File: src/rtl/fpu_status_pkg.sv
// Shared definitions for the FPU status word unit.
// Holds the bit positions of the 16-bit status word
// {B,C3,TOP[2:0],C2,C1,C0,ES,SF,PE,UE,OE,ZE,DE,IE},
// the exception-field width, and a packed struct that overlays the word.
package fpu_status_pkg;

  localparam int unsigned EXC_W = 6;

  localparam int unsigned SW_IE     = 0;
  localparam int unsigned SW_DE     = 1;
  localparam int unsigned SW_ZE     = 2;
  localparam int unsigned SW_OE     = 3;
  localparam int unsigned SW_UE     = 4;
  localparam int unsigned SW_PE     = 5;
  localparam int unsigned SW_SF     = 6;
  localparam int unsigned SW_ES     = 7;
  localparam int unsigned SW_C0     = 8;
  localparam int unsigned SW_C1     = 9;
  localparam int unsigned SW_C2     = 10;
  localparam int unsigned SW_TOP_LO = 11;
  localparam int unsigned SW_C3     = 14;
  localparam int unsigned SW_B      = 15;

  // Field order is MSB first, so this packs to exactly the status word layout.
  typedef struct packed {
    logic             b;
    logic             c3;
    logic [2:0]       top;
    logic             c2;
    logic             c1;
    logic             c0;
    logic             es;
    logic             sf;
    logic [EXC_W-1:0] exc;   // {PE,UE,OE,ZE,DE,IE}
  } fpu_status_t;

endpackage

File: src/rtl/fpu_status_word_unit.sv
// FPU status word register.
// Holds busy, condition codes, the stack TOP pointer, the stack-fault bit and the
// six sticky exception flags, and packs them into the 16-bit status word. ES is
// formed combinationally from the flags and the current exception masks; the
// interrupt request is ES registered once.
//
// Ports:
//   clk, reset_n              clock, asynchronous active-low reset
//   instr_start, op_done      instruction begin / complete pulses (busy, flag merge)
//   exc_flags, stack_fault,
//   stack_ovf                 exception info sampled with op_done
//   cc_we, cc_in              condition code write {C3,C2,C1,C0}
//   push, pop                 TOP decrement / increment
//   fclex, finit              clear exceptions / full initialise
//   load_en, load_word        whole-word load (FLDENV/FRSTOR)
//   ctrl_mask                 exception masks from the control word
//   status_word, top, busy    current status
//   fpu_int_req               registered unmasked-exception request
module fpu_status_word_unit
  import fpu_status_pkg::*;
#(
  parameter logic [2:0] TOP_RESET  = 3'd0,
  parameter bit         INT_ENABLE = 1'b1
) (
  input  logic             clk,
  input  logic             reset_n,
  input  logic             instr_start,
  input  logic             op_done,
  input  logic [EXC_W-1:0] exc_flags,
  input  logic             stack_fault,
  input  logic             stack_ovf,
  input  logic             cc_we,
  input  logic [3:0]       cc_in,
  input  logic             push,
  input  logic             pop,
  input  logic             fclex,
  input  logic             finit,
  input  logic             load_en,
  input  logic [15:0]      load_word,
  input  logic [EXC_W-1:0] ctrl_mask,
  output logic [15:0]      status_word,
  output logic [2:0]       top,
  output logic             busy,
  output logic             fpu_int_req
);

  logic             b_q, b_d;
  logic [3:0]       cc_q, cc_d;      // {C3,C2,C1,C0}
  logic [2:0]       top_q, top_d;
  logic             sf_q, sf_d;
  logic [EXC_W-1:0] exc_q, exc_d;
  logic             int_q, int_d;
  logic             es;
  logic [2:0]       top_step;
  fpu_status_t      sw;

  assign es = |(exc_q & ~ctrl_mask);

  // push and pop together cancel; arithmetic wraps at 3 bits.
  always_comb begin
    top_step = top_q;
    if (push && !pop) begin
      top_step = top_q - 3'd1;
    end else if (pop && !push) begin
      top_step = top_q + 3'd1;
    end
  end

  always_comb begin
    b_d   = b_q;
    cc_d  = cc_q;
    top_d = top_q;
    sf_d  = sf_q;
    exc_d = exc_q;
    int_d = es & INT_ENABLE;

    if (finit) begin
      b_d   = 1'b0;
      cc_d  = 4'b0000;
      top_d = TOP_RESET;
      sf_d  = 1'b0;
      exc_d = '0;
    end else if (load_en) begin
      // ES (bit 7) is derived, never stored.
      b_d   = load_word[SW_B];
      cc_d  = {load_word[SW_C3], load_word[SW_C2], load_word[SW_C1], load_word[SW_C0]};
      top_d = load_word[SW_TOP_LO +: 3];
      sf_d  = load_word[SW_SF];
      exc_d = load_word[EXC_W-1:0];
    end else if (fclex) begin
      sf_d  = 1'b0;
      exc_d = '0;
      top_d = top_step;
    end else begin
      top_d = top_step;
      if (cc_we) begin
        cc_d = cc_in;
      end
      if (op_done) begin
        exc_d = exc_q | exc_flags;
        if (stack_fault) begin
          sf_d         = 1'b1;
          exc_d[SW_IE] = 1'b1;
          cc_d[1]      = stack_ovf;  // overrides cc_in's C1
        end
      end
      // A new instruction starting in the completion cycle keeps the unit busy.
      if (instr_start) begin
        b_d = 1'b1;
      end else if (op_done) begin
        b_d = 1'b0;
      end
    end
  end

  always_ff @(posedge clk or negedge reset_n) begin
    if (!reset_n) begin
      b_q   <= 1'b0;
      cc_q  <= 4'b0000;
      top_q <= TOP_RESET;
      sf_q  <= 1'b0;
      exc_q <= '0;
      int_q <= 1'b0;
    end else begin
      b_q   <= b_d;
      cc_q  <= cc_d;
      top_q <= top_d;
      sf_q  <= sf_d;
      exc_q <= exc_d;
      int_q <= int_d;
    end
  end

  always_comb begin
    sw.b   = b_q;
    sw.c3  = cc_q[3];
    sw.top = top_q;
    sw.c2  = cc_q[2];
    sw.c1  = cc_q[1];
    sw.c0  = cc_q[0];
    sw.es  = es;
    sw.sf  = sf_q;
    sw.exc = exc_q;
  end

  assign status_word = sw;
  assign top         = top_q;
  assign busy        = b_q;
  assign fpu_int_req = int_q;

endmodule

File: config.mk
export PLATFORM = sky130hd
export DESIGN_NAME = fpu_status_word_unit
export DESIGN_NICKNAME = d
export VERILOG_FILES = /design/src/rtl/fpu_status_pkg.sv /design/src/rtl/fpu_status_word_unit.sv
export SDC_FILE = /design/constraint.sdc
export NUM_CORES = 1
export LEC_CHECK = 0
export BUFFER_PORTS_ARGS = -buffer_cell sky130_fd_sc_hd__buf_2
export CELL_PAD_IN_SITES_DETAIL_PLACEMENT = 0
export CELL_PAD_IN_SITES_GLOBAL_PLACEMENT = 2
export CORE_UTILIZATION = 21
export CTS_CLUSTER_SIZE = 24
export DETAILED_ROUTE_END_ITERATION = 8
export GPL_TIMING_DRIVEN = 0
export PLACE_DENSITY = 0.77
export RECOVER_POWER = 50
export SKIP_LAST_GASP = 1
export SYNTH_ARGS = -nofsm -noshare
export SYNTH_HDL_FRONTEND = slang
export SYNTH_SLANG_ARGS = --single-unit
export TNS_END_PERCENT = 1
File: constraint.sdc
create_clock -name clk -period 2.3 [get_ports clk]
set_clock_uncertainty 0.15 [all_clocks]
set_input_delay 0.115 -clock clk [delete_from_list [all_inputs] [get_ports clk]]
set_output_delay 0.115 -clock clk [all_outputs]
set_load 0.05 [all_outputs]
Word-level counts from Yosys, hierarchy flattened
Cells that the tools add are included.
- register bits: 16
- input port bits: 44
- output and inout port bits: 21
- logic and storage cells: 51
- $add $sub $neg: 2
- equal/unequal tests: 1
- multiplexer cells: 25
- bitwise logic cells: 3
- reductions and logical operators: 13
- operator list (kind ; count):
    $mux 6 ; 4
    $mux 4 ; 4
    $reduce_bool 4->1 ; 4
    $mux 1 ; 13
    $mux 3 ; 4
    $and 6x6->6 ; 1
    $not 6->6 ; 1
    $or 6x6->6 ; 1
    $reduce_and 2->1 ; 3
    $reduce_or 6->1 ; 1
    $add 3x1->3 const B ; 1
    $ne 3x1->1 const B ; 1
    $reduce_bool 3->1 ; 1
    $sub 3x1->3 const B ; 1
    $logic_and 1x1->1 ; 2
    $logic_not 1->1 ; 2

Logic depth before layout (Yosys ltp)
- depth after elaboration: 6
- gate-level depth with buffers: 7

Worst setup path after synthesis
Ideal clock, no wire load.
- path type: register -> register
- from: register top_q[0], in the netlist top[0]
- to: register top_q[2], in the netlist top[2]
- library setup time: 100 ps
- arrival: 1887 ps
- data required time: 2050 ps
- slack: 164 ps
- cell stages (with the launch flop): 6
- buffers on the path: 0
- cell sequence: dfrtp_1 -> inv_1 -> fa_1 -> xor2_1 -> or3_1 -> a311oi_1
- longest elaborated chain between the ends: 5
- elaborated cells on any way between the ends: 6
- ends and longest elaborated chain (element ; line ; text):
    start, declared ; fpu_status_word_unit.sv:49 ; logic [2:0] top_q, top_d;
    start signal, assigned ; fpu_status_word_unit.sv:127 ; top_q <= top_d;
    $add 3x1->3 ; fpu_status_word_unit.sv:65 ; top_step = top_q + 3'd1;
    $mux 3 ; fpu_status_word_unit.sv:64 ; end else if (pop && !push) begin
    $mux 3 * ; fpu_status_word_unit.sv:62 ; if (push && !pop) begin
    $mux 3 * ; fpu_status_word_unit.sv:83 ; end else if (load_en) begin
    $mux 3 * ; fpu_status_word_unit.sv:77 ; if (finit) begin
Every way passes the cells marked *; elsewhere a longest branch is shown, timed or not. The select of a mux whose other input is x is not followed.
A chain may end at the register's enable or synchronous reset.

Worst setup path in the final report
Same ends and word-level chain as after synthesis.

==> results.cfg <==
[status]
status = finished, final reports clean

[cells_and_area]
diodes = 0
nFillCells = 463
drive_above_1_share_pct = 41.53
syn2layout_area_growth_pct = 58.95
nets = 231

[critical_path]
critPathLaunchType = register
crit_path_end_kind = register
cp.arrival_ps = 1910
critPathRequiredTime_ps = 2300
crit_fanout = 4
crit_type = register to register

[place]
hpwl_um = 2238
pre_cts_ws_ps = 384.6
port_buffers = 62
gp_congestion = 0.7119

[yosys]
yosysSeqAreaShare_pct = 42.11
ys_ff_latch = 16
netlist_top_cells_count = dfrtp_1 (16), inv_1 (13), nor2_1 (11), o21ai_0 (9)
synth_area_sq_um = 950.9
yosysTopAreaCellShare_pct = 42.11
synthFlopType = dfrtp_1
synth_nets = 149
syn_inst = 103
async_reset_ff_share_pct = 100.0
syn_area_per_cell_sq_um = 9.232
yosysMostFrequentCell = dfrtp_1
synth_edf_count = 0
synth.distinct_cells = 31
synth_area_leaders = dfrtp_1 (42%), o211a_1 (6.3%), inv_1 (5.1%)
yosys.area.top_type = dfrtp_1
ys_warn_count = 0

[floorplan]
ios = 65
fp.dieW_um = 69.29
dieHeight_um = 69.29
rows = 24
core_area_sq_um = 4354
start_util_pct = 21.84
dieArea_sq_um = 4801

[global_route]
antenna_found_initial = 0
grt_pass1_wl_um = 4733
grt_pass1_vias = 1067
grt_max_degree = 17
overflow = 0
gr-usage-all-layers_pct = 12.34

[sta]
slew_headroom_pct = 38.91
hold_viol_final = 0
fin_crit_sh_pct = 83.04
max_freq_ghz = 0.5236
fin_setup_tns_ps = 0
worst_hold_slack_ps = 47.99
slew_viol_final = 0
tightest_slew_ps = 916.4
finalSetupViolCount = 0
rsz0062_at_grt = no
worst_slack_ps = 390.2
min_period_ps = 1910

[drt]
drcViolationCount = 0
dr.pass1.iters = 4
drtIter0Drc = 12
routedWlPerCell_um = 12.23
wl_um = 2873
ant_nets = 0
route.vias.total = 1011
routed_via_density = 4.302

[clocking]
cts_buffer_depth = 2
cts.sinks = 16
cts.reportedPaths.clkPinSlew_ps = 60
cts_setup_buffers = 0
holdBufCountCts = 15
cts_htree_levels = 1
cts_resized = 0
cts_buffers = 3
insertion_delay_ps = 250
cts_tree = yes
clockRootBuffer = clkbuf_8

[power]
p_total_mw = 0.8385
p_leak_nw = 0.8239
irDropWorstVdd_uv = 196.5
p_per_area_nw_per_um2 = 554.8

[run]
maxCapViolCount = 0

[min_path]
worstHoldPathType = primary input to register
## flip-flops by register name, summed over array words and instances, names as in the netlist
name,flops
busy,1
cc_q,4
exc_q,6
fpu_int_req,1
sf_q,1
top,3
## layout make-up
type                       instances  area [sq um]  share of cell area (%)
clock buffer                       3         41.29                   2.732
inverter                          14         52.55                   3.477
timing repair buffer              77         457.9                   30.30
buffer                            10         63.81                   4.222
tap                               52         65.06                   4.305
multi-input combinational         63         430.4                   28.48
sequential                        16         400.4                   26.49
## cell usage in the layout, fill, tap and decap left out
| cell type | netlist | final |
|---|---|---|
| buf_2 | 2 | 62 |
| dfrtp_1 | 16 | 16 |
| dlygate4sd3_1 | 0 | 15 |
| inv_1 | 13 | 13 |
| nor2_1 | 11 | 11 |
| o21ai_0 | 9 | 9 |
| o211a_1 | 6 | 6 |
| buf_4 | 6 | 6 |
| nand2_1 | 4 | 4 |
| a21oi_1 | 3 | 4 |
| mux2i_1 | 4 | 4 |
| a211oi_1 | 4 | 4 |
| o22ai_1 | 3 | 3 |
| clkbuf_1 | 0 | 3 |
| nor3_1 | 3 | 3 |
| clkbuf_8 | 0 | 3 |
| or3_1 | 2 | 2 |
| clkbuf_2 | 1 | 1 |
| inv_2 | 1 | 1 |
| xnor2_1 | 1 | 1 |
| nor4_4 | 1 | 1 |
| a221oi_1 | 1 | 1 |
| nand2b_2 | 1 | 1 |
| and2_1 | 1 | 1 |
| a31oi_1 | 1 | 1 |
| nand2b_1 | 1 | 1 |
| a31o_2 | 1 | 1 |
| xor2_1 | 1 | 1 |
| a311oi_1 | 1 | 1 |
| o211ai_1 | 1 | 1 |
| fa_1 | 1 | 1 |
| ha_1 | 1 | 1 |
## path summary, 6_finish.rpt
check / slack, ps / startpoint / cells past startpoint / endpoint
max in group asynchronous: 1050 / reset_n / 2 / exc_q[5]
hold / removal: 50 / cc_in[0] / 3 / cc_q[0]
setup reg to reg: 390 / top[0] / 5 / top[2]
hold reg to reg: 440 / busy / 2 / busy
setup / recovery: 390 / top[0] / 5 / top[2]
min in group asynchronous: 380 / reset_n / 2 / top[2]
## cells by family (layout without fill, tap and decap cells)
logic type      after synthesis  count (layout)  share of synthesized area, %
mux                           4               4                         4.211
compound gates               31              31                         22.90
simple gates                 24              24                         13.29
buf+inv                      24             104                         12.24
fa+ha+maj                     2               2                         3.421
xor+xnor                      2               2                         1.842
flops                        16              16                         42.10
## per-stage QoR
stage,area [sq um],utilization [%],cells
finish,1511,34.71,235
global route,1511,34.71,235
CTS,1518,34.86,235
detailed placement,1326,30.46,217
global placement,1326,30.46,217
floorplan,950.9,-,103
## power breakdown
part           total (mW)  internal, mW  switching [mW]  leakage [nW]
Clock               0.208         0.116          0.0923        0.0216
Sequential          0.318         0.304          0.0141         0.207
Combinational       0.312         0.113           0.199         0.596
## metal layers
metal,vias to the layer above,part of all wire (%),global-route usage (%)
li1,510,-,-
met5,-,0,0
met3,2,6.5,3.488
met2,41,47,21.14
met4,0,0.42,3.401
met1,458,46,15.05
## critical path, stage by stage, from the launching register on
cell and delay [ps]:
dfrtp_1 420, inv_1 80, fa_1 430, xor2_1 160, or3_1 310, a311oi_1 270
(Power assumes the default switching activity.)
